## config.mk

```make
export PLATFORM = sky130hd
export DESIGN_NAME = decoder_nx2n_scan_flat
export DESIGN_NICKNAME = d
export VERILOG_FILES = /design/src/rtl/decoder_nx2n_scan_if.sv /design/src/rtl/decoder_nx2n_scan.sv /design/src/flat_wrapper.sv
export SDC_FILE = /design/constraint.sdc
export NUM_CORES = 1
export LEC_CHECK = 0
export CAP_MARGIN = 5
export CORE_UTILIZATION = 51
export DETAILED_ROUTE_END_ITERATION = 6
export PLACE_DENSITY = 0.82
export SKIP_LAST_GASP = 1
export SLEW_MARGIN = 20
export SYNTH_ARGS = -nofsm -noshare
export SYNTH_HDL_FRONTEND = slang
export SYNTH_SLANG_ARGS = --single-unit
```

## constraint.sdc

```tcl
create_clock -name clk -period 2.5 [get_ports clk]
set_input_delay 0.375 -clock clk [delete_from_list [all_inputs] [get_ports clk]]
set_output_delay 0.375 -clock clk [all_outputs]
set_load 0.02 [all_outputs]
```

## src/rtl/decoder_nx2n_scan_if.sv

```systemverilog
// Control and decoded-output bundle for decoder_nx2n_scan.
// The master side drives the select and scan controls; the slave side returns the registered outputs.
interface decoder_nx2n_scan_if #(
   parameter int N       = 3,
   parameter int DWELL_W = 8
);
   logic               en;
   logic               mode;
   logic [N-1:0]       sel_in;
   logic               sel_valid;
   logic [DWELL_W-1:0] dwell;
   logic [2**N-1:0]    dout;
   logic [N-1:0]       cur_sel;
   logic               wrap;

   modport master (
      output en, mode, sel_in, sel_valid, dwell,
      input  dout, cur_sel, wrap
   );

   modport slave (
      input  en, mode, sel_in, sel_valid, dwell,
      output dout, cur_sel, wrap
   );
endinterface

```

## src/rtl/decoder_nx2n_scan.sv

```systemverilog
// Registered N-to-2^N one-hot decoder with direct-load and auto-scan modes; 1-cycle latency.
// No backpressure: sel_valid is a one-cycle qualifier that is always accepted.
module decoder_nx2n_scan #(
   parameter int N          = 3,
   parameter int DWELL_W    = 8,
   parameter int ACTIVE_LOW = 0
) (
   input logic                 clk,
   input logic                 rst,
   decoder_nx2n_scan_if.slave  bus
);
   localparam int W = 2**N;
   localparam logic [W-1:0] INACTIVE = (ACTIVE_LOW != 0) ? {W{1'b1}} : {W{1'b0}};

   typedef enum logic [1:0] {IDLE, DIRECT, SCAN} state_t;

   state_t             state_q, state_d;
   logic [N-1:0]       sel_q, sel_d;
   logic [DWELL_W-1:0] cnt_q, cnt_d;
   logic [W-1:0]       dout_q, dout_d;
   logic               wrap_q, wrap_d;
   logic [W-1:0]       one_hot;

   always_ff @(posedge clk) begin
      if (rst) begin
         state_q <= IDLE;
         sel_q   <= '0;
         cnt_q   <= '0;
         dout_q  <= INACTIVE;
         wrap_q  <= 1'b0;
      end else begin
         state_q <= state_d;
         sel_q   <= sel_d;
         cnt_q   <= cnt_d;
         dout_q  <= dout_d;
         wrap_q  <= wrap_d;
      end
   end

   always_comb begin
      state_d = state_q;
      sel_d   = sel_q;
      cnt_d   = cnt_q;
      wrap_d  = 1'b0;
      one_hot = '0;
      dout_d  = INACTIVE;

      if (!bus.en) begin
         state_d = IDLE;
      end else begin
         case (state_q)
            IDLE: begin
               state_d = bus.mode ? SCAN : DIRECT;
               cnt_d   = '0;
               if (bus.sel_valid) sel_d = bus.sel_in;
            end
            DIRECT: begin
               if (bus.mode) begin
                  state_d = SCAN;
                  cnt_d   = '0;
               end
               if (bus.sel_valid) sel_d = bus.sel_in;
            end
            SCAN: begin
               if (!bus.mode) begin
                  state_d = DIRECT;
                  cnt_d   = '0;
                  if (bus.sel_valid) sel_d = bus.sel_in;
               end else if (bus.sel_valid) begin
                  // A load always beats the dwell advance and suppresses wrap.
                  sel_d = bus.sel_in;
                  cnt_d = '0;
               end else if (cnt_q == bus.dwell) begin
                  cnt_d  = '0;
                  sel_d  = sel_q + N'(1);
                  wrap_d = (sel_q == {N{1'b1}});
               end else begin
                  cnt_d = cnt_q + DWELL_W'(1);
               end
            end
            default: state_d = IDLE;
         endcase
      end

      // Decode from next-state sel so dout and cur_sel move on the same edge.
      one_hot = {{(W-1){1'b0}}, 1'b1} << sel_d;
      if (state_d != IDLE) dout_d = one_hot ^ INACTIVE;
   end

   assign bus.dout    = dout_q;
   assign bus.cur_sel = sel_q;
   assign bus.wrap    = wrap_q;
endmodule

```

## src/flat_wrapper.sv

```systemverilog
// flat-port wrapper written by rule: the top's interface ports become plain ports
module decoder_nx2n_scan_flat 
#(
   parameter int N          = 3,
   parameter int DWELL_W    = 8,
   parameter int ACTIVE_LOW = 0
)
  (clk, rst, bus_en, bus_mode, bus_sel_in, bus_sel_valid, bus_dwell, bus_dout, bus_cur_sel, bus_wrap);
  decoder_nx2n_scan_if #(.N(N), .DWELL_W(DWELL_W)) bus_i ();
  input logic clk;
  input logic rst;
  input wire logic [$bits(bus_i.en)-1:0] bus_en;
  input wire logic [$bits(bus_i.mode)-1:0] bus_mode;
  input wire logic [$bits(bus_i.sel_in)-1:0] bus_sel_in;
  input wire logic [$bits(bus_i.sel_valid)-1:0] bus_sel_valid;
  input wire logic [$bits(bus_i.dwell)-1:0] bus_dwell;
  output wire logic [$bits(bus_i.dout)-1:0] bus_dout;
  output wire logic [$bits(bus_i.cur_sel)-1:0] bus_cur_sel;
  output wire logic [$bits(bus_i.wrap)-1:0] bus_wrap;
  assign bus_i.en = bus_en;
  assign bus_i.mode = bus_mode;
  assign bus_i.sel_in = bus_sel_in;
  assign bus_i.sel_valid = bus_sel_valid;
  assign bus_i.dwell = bus_dwell;
  assign bus_dout = bus_i.dout;
  assign bus_cur_sel = bus_i.cur_sel;
  assign bus_wrap = bus_i.wrap;
  decoder_nx2n_scan #(.N(N), .DWELL_W(DWELL_W), .ACTIVE_LOW(ACTIVE_LOW)) u_core (.clk(clk), .rst(rst), .bus(bus_i));
endmodule
```

==> flow_metrics.env, run 1 <==
export IMPL_postCtsSetupBuffers=0
export IMPL_nets=167
export IMPL_post_cts_resized=0
export IMPL_synth_area_leaders="dfxtp_1 39%, xnor2_1 9.3%, nor2_1 6.0%"
export IMPL_dp_cells=170
export IMPL_arrival_ps=2180
export IMPL_start_kind="primary input"
export IMPL_syn_inst=117
export IMPL_critPathMaxFanout=9
export IMPL_yosysTopAreaCellShare_pct=39.1
export IMPL_syn_area_per_cell_um2=9.62
export IMPL_hold_buffers=0
export IMPL_antenna_cells=0
export IMPL_setup_viol=0
export IMPL_leakage_nw=0.498
export IMPL_h_tree_depth=1
export IMPL_area_growth_pct=28.3
export IMPL_hold_violations=0
export IMPL_postRouteAntennaNets=0
export IMPL_hold_path_class="reg -> reg"
export IMPL_worst_pin_slew_ps=378
export IMPL_die_w_um=49.0
export IMPL_grt_usage_pct=21.1
export IMPL_synth_fp_nets=136
export IMPL_ys_seq_area_share_pct=39.1
export IMPL_start_util_pct=55.7
export IMPL_gp_congestion=0.873
export IMPL_first_pass_iters=4
export IMPL_ys_warn_count=0
export IMPL_path_clk_slew_ps=110
export IMPL_endpoint_kind="flip-flop"
export IMPL_yosysUniqueCellTypes=35
export IMPL_wl_um=2280
export IMPL_drt_iter0_markers=13
export IMPL_slew_viol_final=0
export IMPL_grt_pass1_vias=913
export IMPL_cts_root_buf="clkbuf_4"
export IMPL_drc=0
export IMPL_final_layout_size_suffix_gt1_share_pct=10.3
export IMPL_die_h_um=49.0
export IMPL_rows=16
export IMPL_clock_sinks=22
export IMPL_period_share_pct=79.0
export IMPL_hold_ws_ps=548
export IMPL_period_needed_ps=1970
export IMPL_status="complete, no violations"
export IMPL_fmax_mhz=506
export IMPL_cts_tree="done"
export IMPL_cts_buffers=3
export IMPL_power_per_cell_area_mw_per_mm2=453
export IMPL_relSlewSlack_pct=74.8
export IMPL_antenna_found_initial=0
export IMPL_ys_seq_elements=22
export IMPL_grt_max_degree=12
export IMPL_post_drt_via_cell_ratio=5.64
export IMPL_clkLatencyLatePin_ps=300
export IMPL_drv_cap=0
export IMPL_dp_hpwl_um=1760
export IMPL_grt_ovfl_total=0
export IMPL_dieArea_mm2=0.00240
export IMPL_vias=976
export IMPL_worstPathRequired_ps=2710
export IMPL_ios=28
export IMPL_skew_ps=2.34
export IMPL_synth_cell_area_mm2=0.00113
export IMPL_final_util_pct=71.5
export IMPL_rsz0062_at_grt="no"
export IMPL_path_class="in -> reg"
export IMPL_fin_cells=173
export IMPL_synth_area_leader_cell="dfxtp_1"
export IMPL_avgRoutedWirePerCell_um=13.2
export IMPL_max_vdd_ir_drop_uv=335
export IMPL_clk_path_buf_depth=2
export IMPL_finalSetupTns_ps=0
export IMPL_io_buffers=27
export IMPL_grt_pass1_wl_um=3940
export IMPL_core_area_mm2=0.00202
layer usage:
| layer | up-vias | wire length (um) | GRT usage, % |
|---|---|---|---|
| met5 | - | 0 | 0 |
| met4 | 0 | 32 | 8.33 |
| met3 | 6 | 112 | 3.43 |
| met2 | 28 | 1090 | 35.9 |
| met1 | 469 | 1050 | 26.4 |
| li1 | 473 | - | - |
metrics by stage:
step | area, um2 | worst slack (ps) | total power, mW
floorplan | 1130 | 818 | 0.450
global route | 1450 | 383 | 0.686
CTS | 1450 | 553 | 0.659
global placement | 1420 | 268 | 0.503
finish | 1450 | 525 | 0.655
detailed placement | 1420 | 236 | 0.506
cell usage in the layout (no fill, tap or decap), types with 2 or more instances in the layout:
master,synthesis,final
nor3_1,2,2
nand4_1,6,6
dfxtp_1,22,22
nor2_1,18,18
nor4b_2,2,2
clkbuf_4,0,3
ha_1,3,3
o21ai_0,3,3
and4_1,2,2
clkdlybuf4s50_1,0,27
nand2b_1,4,4
o21ai_1,2,2
or2_1,2,2
xnor2_1,12,12
nand2_1,11,11
inv_1,3,3
xor2_1,4,4
nor4_2,2,2
flip-flops by register name (all words and copies together) (netlist names):
signal,count
u_core.bus.cur_sel,3
u_core.state_q,2
u_core.bus.dout,8
u_core.cnt_q,8
u_core.bus.wrap,1
final cells by class:
class,count,area [um2]
sequential,22,440
timing repair buffer,28,278
inverter,3,11.3
tap,27,33.8
multi-input combinational,90,659
fill,148,577
clock buffer,3,22.5
path summary, 6_finish.rpt:
path	from	endpoint	slack, ps	cells after the start
hold reg to reg	u_core.bus.cur_sel[2]	u_core.bus.cur_sel[2]	550	2
setup reg to reg	u_core.cnt_q[0]	u_core.bus.dout[2]	570	6
hold / removal	u_core.bus.cur_sel[2]	u_core.bus.cur_sel[2]	550	2
setup / recovery	bus_dwell[0]	u_core.bus.dout[2]	530	7
synthesized netlist by cell type:
| cell | number |
|---|---|
| dfxtp_1 | 22 |
| nor2_1 | 18 |
| xnor2_1 | 12 |
| nand2_1 | 11 |
| nand4_1 | 6 |
| nand2b_1 | 4 |
| xor2_1 | 4 |
| ha_1 | 3 |
| inv_1 | 3 |
| o21ai_0 | 3 |
| and4_1 | 2 |
| nor3_1 | 2 |
| nor4_2 | 2 |
| nor4b_2 | 2 |
| o21ai_1 | 2 |
| or2_1 | 2 |
| a21boi_2 | 1 |
| a21o_1 | 1 |
| a21oi_1 | 1 |
| a32oi_1 | 1 |
| and4b_1 | 1 |
| buf_6 | 1 |
| clkbuf_1 | 1 |
| mux2i_1 | 1 |
| nand3b_1 | 1 |
| nor2b_1 | 1 |
| nor4_1 | 1 |
| nor4b_4 | 1 |
| o2111ai_1 | 1 |
| o2111ai_2 | 1 |
| o211a_4 | 1 |
| o21a_1 | 1 |
| o21a_4 | 1 |
| o31a_4 | 1 |
| o31ai_2 | 1 |
worst max-delay path, stage by stage:
cell,delay (ps)
clkdlybuf4s50_1,480
xnor2_1,140
nand4_1,130
or2_1,360
o2111ai_2,210
o211a_4,250
nor4b_2,240
cells by family after synthesis:
family	share of synthesized area, %
adder cells (fa/ha/maj)	3.33
flip-flops	39.1
XOR/XNOR	12.4
multiplexers	0.889
buffers and inverters	2.33
AND/OR/NAND/NOR	28.4
AO/OA/AOI/OAI	13.4
where the power goes:
group	total, mW	internal, mW	leakage [nW]	switching [mW]
clock network	0.156	0.0561	0.0138	0.0998
registers	0.368	0.360	0.178	0.00889
logic	0.131	0.0674	0.306	0.0632
total	0.655	0.483	0.498	0.172
(Power assumes the default switching activity.)
==> inputs of run 2 (changes only) <==
--- a/config.mk
+++ b/config.mk
@@ -6,9 +6,9 @@
 export NUM_CORES = 1
 export LEC_CHECK = 0
 export CAP_MARGIN = 5
-export CORE_UTILIZATION = 51
+export CORE_UTILIZATION = 48
 export DETAILED_ROUTE_END_ITERATION = 6
-export PLACE_DENSITY = 0.82
+export PLACE_DENSITY = 0.78
 export SKIP_LAST_GASP = 1
 export SLEW_MARGIN = 20
 export SYNTH_ARGS = -nofsm -noshare
==> constraint.sdc (replaced) <==
create_clock -name clk -period 2 [get_ports clk]
set_input_delay 0.3 -clock clk [delete_from_list [all_inputs] [get_ports clk]]
set_output_delay 0.3 -clock clk [all_outputs]
set_load 0.02 [all_outputs]
==> flow_metrics.env, run 2 (same netlist as run 1, synthesis figures left out) <==
export IMPL_path_clk_slew_ps=130
export IMPL_layout_cells_most_common="clkdlybuf4s50_1"
export IMPL_hold_violations=0
export IMPL_ios=28
export IMPL_path_class="in -> reg"
export IMPL_h_tree_depth=1
export IMPL_place_area_mm2=0.00147
export IMPL_pre_cts_slack_ps=-162
export IMPL_critPathMaxFanout=9
export IMPL_final_layout_size_suffix_gt1_share_pct=14.4
export IMPL_worstPathRequired_ps=2220
export IMPL_arrival_ps=2030
export IMPL_fin_area_mm2=0.00151
export IMPL_cts_buffers=3
export IMPL_period_needed_ps=1810
export IMPL_first_pass_iters=6
export IMPL_cts_tree="done"
export IMPL_path_cells="clkdlybuf4s50_1 > xnor2_1 > nand4_1 > or2_1 > o2111ai_2 > o211a_4 > and4b_1"
export IMPL_die_h_um=50.4
export IMPL_setup_viol=0
export IMPL_power_mw=0.887
export IMPL_core_area_mm2=0.00221
export IMPL_relSlewSlack_pct=76.1
export IMPL_grt_usage_pct=21.6
export IMPL_dieArea_mm2=0.00254
export IMPL_postCtsSetupBuffers=0
export IMPL_clk_path_buf_depth=2
export IMPL_grt_max_degree=13
export IMPL_skew_ps=1.68
export IMPL_fill_cells=181
export IMPL_power_per_cell_area_mw_per_mm2=590
export IMPL_fmax_mhz=553
export IMPL_rsz0062_at_grt="no"
export IMPL_status="complete, no violations"
export IMPL_grt_ovfl_total=0
export IMPL_hold_buffers=0
export IMPL_nets=173
export IMPL_finalSetupTns_ps=0
export IMPL_grt_pass1_wl_um=4130
export IMPL_die_w_um=50.4
export IMPL_fin_ws_ps=193
export IMPL_io_buffers=27
export IMPL_endpoint_kind="flip-flop"
export IMPL_leakage_nw=0.535
export IMPL_final_cell_mix="27 x clkdlybuf4s50_1, 22 x dfxtp_1, 18 x nor2_1"
export IMPL_cts_root_buf="clkbuf_4"
export IMPL_gp_congestion=0.911
export IMPL_drc=0
export IMPL_period_share_pct=90.4
export IMPL_drt_iter0_markers=18
export IMPL_antenna_found_initial=0
export IMPL_cp_slowest_cell="clkdlybuf4s50_1"
export IMPL_antenna_cells=0
export IMPL_vias=974
export IMPL_post_drt_via_cell_ratio=5.38
export IMPL_avgRoutedWirePerCell_um=13.1
export IMPL_slew_viol_final=0
export IMPL_worst_pin_slew_ps=359
export IMPL_dp_hpwl_um=1780
export IMPL_start_kind="primary input"
export IMPL_wl_um=2380
export IMPL_area_growth_pct=33.7
export IMPL_start_util_pct=50.9
export IMPL_cpPeakStageDelay_ps=480
export IMPL_drv_cap=0
export IMPL_post_cts_resized=0
export IMPL_hold_path_class="reg -> reg"
export IMPL_multiInputGateArea_um2=659
export IMPL_clkLatencyLatePin_ps=320
export IMPL_postRouteAntennaNets=0
export IMPL_max_vdd_ir_drop_uv=415
export IMPL_rows=17
export IMPL_seqCellArea_um2=440
export IMPL_clock_sinks=22
export IMPL_grt_pass1_vias=941
run 2: cell count changes in the layout (fill, tap and decap cells not counted), sizes merged:
cell / delta
buf: +6
clkbuf: +1
run 2: worst max-delay path, delay by kind of cell:
| kind | cells | cell delay, ps |
|---|---|---|
| buffers and inverters | 1 | 480 |
| and+or+nand+nor | 3 | 660 |
| AOI/OAI and AO/OA | 2 | 470 |
| xor gates and xnor gates | 1 | 120 |
run 2: layout make-up:
type                    instances  share of cell area, %
multi-input cells              90                   43.8
repair buffers                 34                   21.4
inverters                       3                  0.748
well taps                      28                   2.33
clock buffers                   4                   2.41
flip-flops and latches         22                   29.3
run 2: through the flow:
step / hold WS (ps) / instances / util [%]
final: 563 / 181 / 68.0
after CTS: 565 / 181 / 68.0
after global routing: 584 / 181 / 68.0
after global placement: 524 / 177 / 66.4
after detailed placement: 542 / 177 / 66.4
after floorplan: 372 / 117 / -
run 2: worst paths after layout:
check,startpoint,to,slack (ps),cells past startpoint
setup / recovery,bus_dwell[0],u_core.bus.dout[4],190,7
hold / removal,u_core.cnt_q[7],u_core.cnt_q[7],560,2
setup reg to reg,u_core.cnt_q[3],u_core.bus.dout[4],210,6
hold reg to reg,u_core.cnt_q[7],u_core.cnt_q[7],560,2
run 2: power by group:
group | leakage [nW] | total (mW) | internal (mW) | switching [mW]
Clock | 0.0210 | 0.254 | 0.111 | 0.143
Combinational | 0.336 | 0.173 | 0.0918 | 0.0812
Sequential | 0.178 | 0.460 | 0.450 | 0.0105
Total | 0.535 | 0.887 | 0.653 | 0.235
run 2: layer usage:
metal | vias to the layer above | global-route usage (%) | wire length, um
met2 | 19 | 34.4 | 1100
met5 | - | 0 | 0
met3 | 5 | 2.73 | 61
met4 | 0 | 8.33 | 39
met1 | 466 | 29.5 | 1170
li1 | 484 | - | -
==> inputs of run 3 (changes only) <==
--- a/config.mk
+++ b/config.mk
@@ -6,6 +6,7 @@
 export NUM_CORES = 1
 export LEC_CHECK = 0
 export CAP_MARGIN = 5
+export CORE_MARGIN = 10
 export CORE_UTILIZATION = 48
 export DETAILED_ROUTE_END_ITERATION = 6
 export PLACE_DENSITY = 0.78
==> flow_metrics.env, run 3 (same netlist as run 1, synthesis figures left out) <==
export IMPL_status="complete, no violations"
export IMPL_antenna_cells=0
export IMPL_drc=0
export IMPL_endpoint_kind="flip-flop"
export IMPL_relSlewSlack_pct=74.8
export IMPL_h_tree_depth=1
export IMPL_postCtsSetupBuffers=0
export IMPL_grt_pass1_wl_um=4460
export IMPL_whs_path_depth=2
export IMPL_grt_ovfl_total=0
export IMPL_area_growth_pct=34.0
export IMPL_dieArea_mm2=0.00468
export IMPL_critPathLaunch="bus_dwell[7]"
export IMPL_clkLatencyLatePin_ps=290
export IMPL_post_drt_via_cell_ratio=5.28
export IMPL_worst_pin_slew_ps=378
export IMPL_r2r_start="u_core.cnt_q[5]"
export IMPL_hold_violations=0
export IMPL_cts_root_buf="clkbuf_4"
export IMPL_power_per_cell_area_mw_per_mm2=550
export IMPL_holdCritStartpoint="u_core.bus.cur_sel[2]"
export IMPL_fill_cells=196
export IMPL_die_w_um=68.4
export IMPL_fin_ws_ps=191
export IMPL_setup_viol=0
export IMPL_clock_sinks=22
export IMPL_drt_iter0_markers=29
export IMPL_path_clk_slew_ps=110
export IMPL_core_area_mm2=0.00223
export IMPL_nets=174
export IMPL_rows=17
export IMPL_final_layout_size_suffix_gt1_share_pct=15.7
export IMPL_critPathMaxFanout=9
export IMPL_vias=955
export IMPL_slew_viol_final=0
export IMPL_skew_ps=1.59
export IMPL_cts_buffers=3
export IMPL_hold_path_class="reg -> reg"
export IMPL_grt_max_degree=12
export IMPL_arrival_ps=2010
export IMPL_max_vdd_ir_drop_uv=482
export IMPL_period_needed_ps=1810
export IMPL_avgRoutedWirePerCell_um=14.4
export IMPL_drv_cap=0
export IMPL_ios=28
export IMPL_postRouteAntennaNets=0
export IMPL_cts_tree="done"
export IMPL_fin_area_mm2=0.00151
export IMPL_worstPathRequired_ps=2200
export IMPL_r2r_cells=6
export IMPL_period_share_pct=90.5
export IMPL_gp_congestion=0.907
export IMPL_grt_usage_pct=12.1
export IMPL_crit_cells=7
export IMPL_io_buffers=27
export IMPL_antenna_found_initial=0
export IMPL_place_area_mm2=0.00148
export IMPL_dp_hpwl_um=2110
export IMPL_cp_top_family="simple AND/OR/NAND/NOR gates"
export IMPL_path_class="in -> reg"
export IMPL_leakage_nw=0.536
export IMPL_worst_path_buf_inv=1
export IMPL_start_kind="primary input"
export IMPL_wl_um=2610
export IMPL_start_util_pct=50.4
export IMPL_hold_ws_ps=557
export IMPL_cpPeakStageDelay_ps=480
export IMPL_grt_pass1_vias=1002
export IMPL_pre_cts_slack_ps=-205
export IMPL_final_cell_mix="27 x clkdlybuf4s50_1, 22 x dfxtp_1, 18 x nor2_1"
export IMPL_rsz0062_at_grt="no"
export IMPL_layout_cells_most_common="clkdlybuf4s50_1"
export IMPL_path_cells="clkdlybuf4s50_1 > xnor2_1 > nand4_1 > or2_4 > o2111ai_2 > o211a_4 > nor4b_2"
export IMPL_clk_path_buf_depth=2
export IMPL_first_pass_iters=4
export IMPL_die_h_um=68.4
export IMPL_cp_slowest_cell="clkdlybuf4s50_1"
export IMPL_fmax_mhz=553
## run 3: cell type report
type                       count  area, um2  share of cell area (%)
clock buffer                   3       22.5                    1.49
inverter                       3       11.3                   0.746
multi-input combinational     90        669                    44.4
sequential                    22        440                    29.2
tap                           28       35.0                    2.32
timing repair buffer          35        330                    21.9
## run 3: path summary, 6_finish.rpt
kind / slack (ps) / endpoint
worst max-delay path: 190 / u_core.bus.dout[2]
worst min-delay path: 560 / u_core.bus.cur_sel[2]
worst max register to register: 250 / u_core.bus.dout[2]
worst min register to register: 560 / u_core.bus.cur_sel[2]
## run 3: report_power, final
| part | switching [mW] | internal, mW |
|---|---|---|
| clock network | 0.122 | 0.0700 |
| logic | 0.0836 | 0.0952 |
| registers | 0.0104 | 0.449 |
| total | 0.216 | 0.615 |
## run 3: timing repair
item / 4_1_cts / 5_1_grt
endpoints found under the setup margin: 0 / 2
hold buffers: 0 / 0
gates resized for setup: 0 / 2
## run 3: stage by stage
| stage | utilization (%) | std cells | TNS, ps | total power, mW |
|---|---|---|---|---|
| after floorplan | - | 117 | 0 | 0.563 |
| after global placement | 66.1 | 178 | -863 | 0.643 |
| after detailed placement | 66.1 | 178 | -1410 | 0.648 |
| after CTS | 67.1 | 181 | 0 | 0.838 |
| after global routing | 67.6 | 181 | 0 | 0.872 |
| final | 67.6 | 181 | 0 | 0.830 |
## run 3: metal layers
| layer | vias up | global-route usage (%) | wire, um |
|---|---|---|---|
| li1 | 481 | - | - |
| met1 | 457 | 14.2 | 1140 |
| met2 | 15 | 20.0 | 1290 |
| met3 | 2 | 4.40 | 171 |
| met4 | 0 | 3.52 | 10 |
| met5 | - | 0 | 0 |
## run 3: worst reg2reg max path, stage by stage, from the launching register on
cell and delay, ps:
dfxtp_1 430, xnor2_1 140, nand4_1 120, or2_4 320, o2111ai_2 190, o211a_4 240
nor4b_2 240
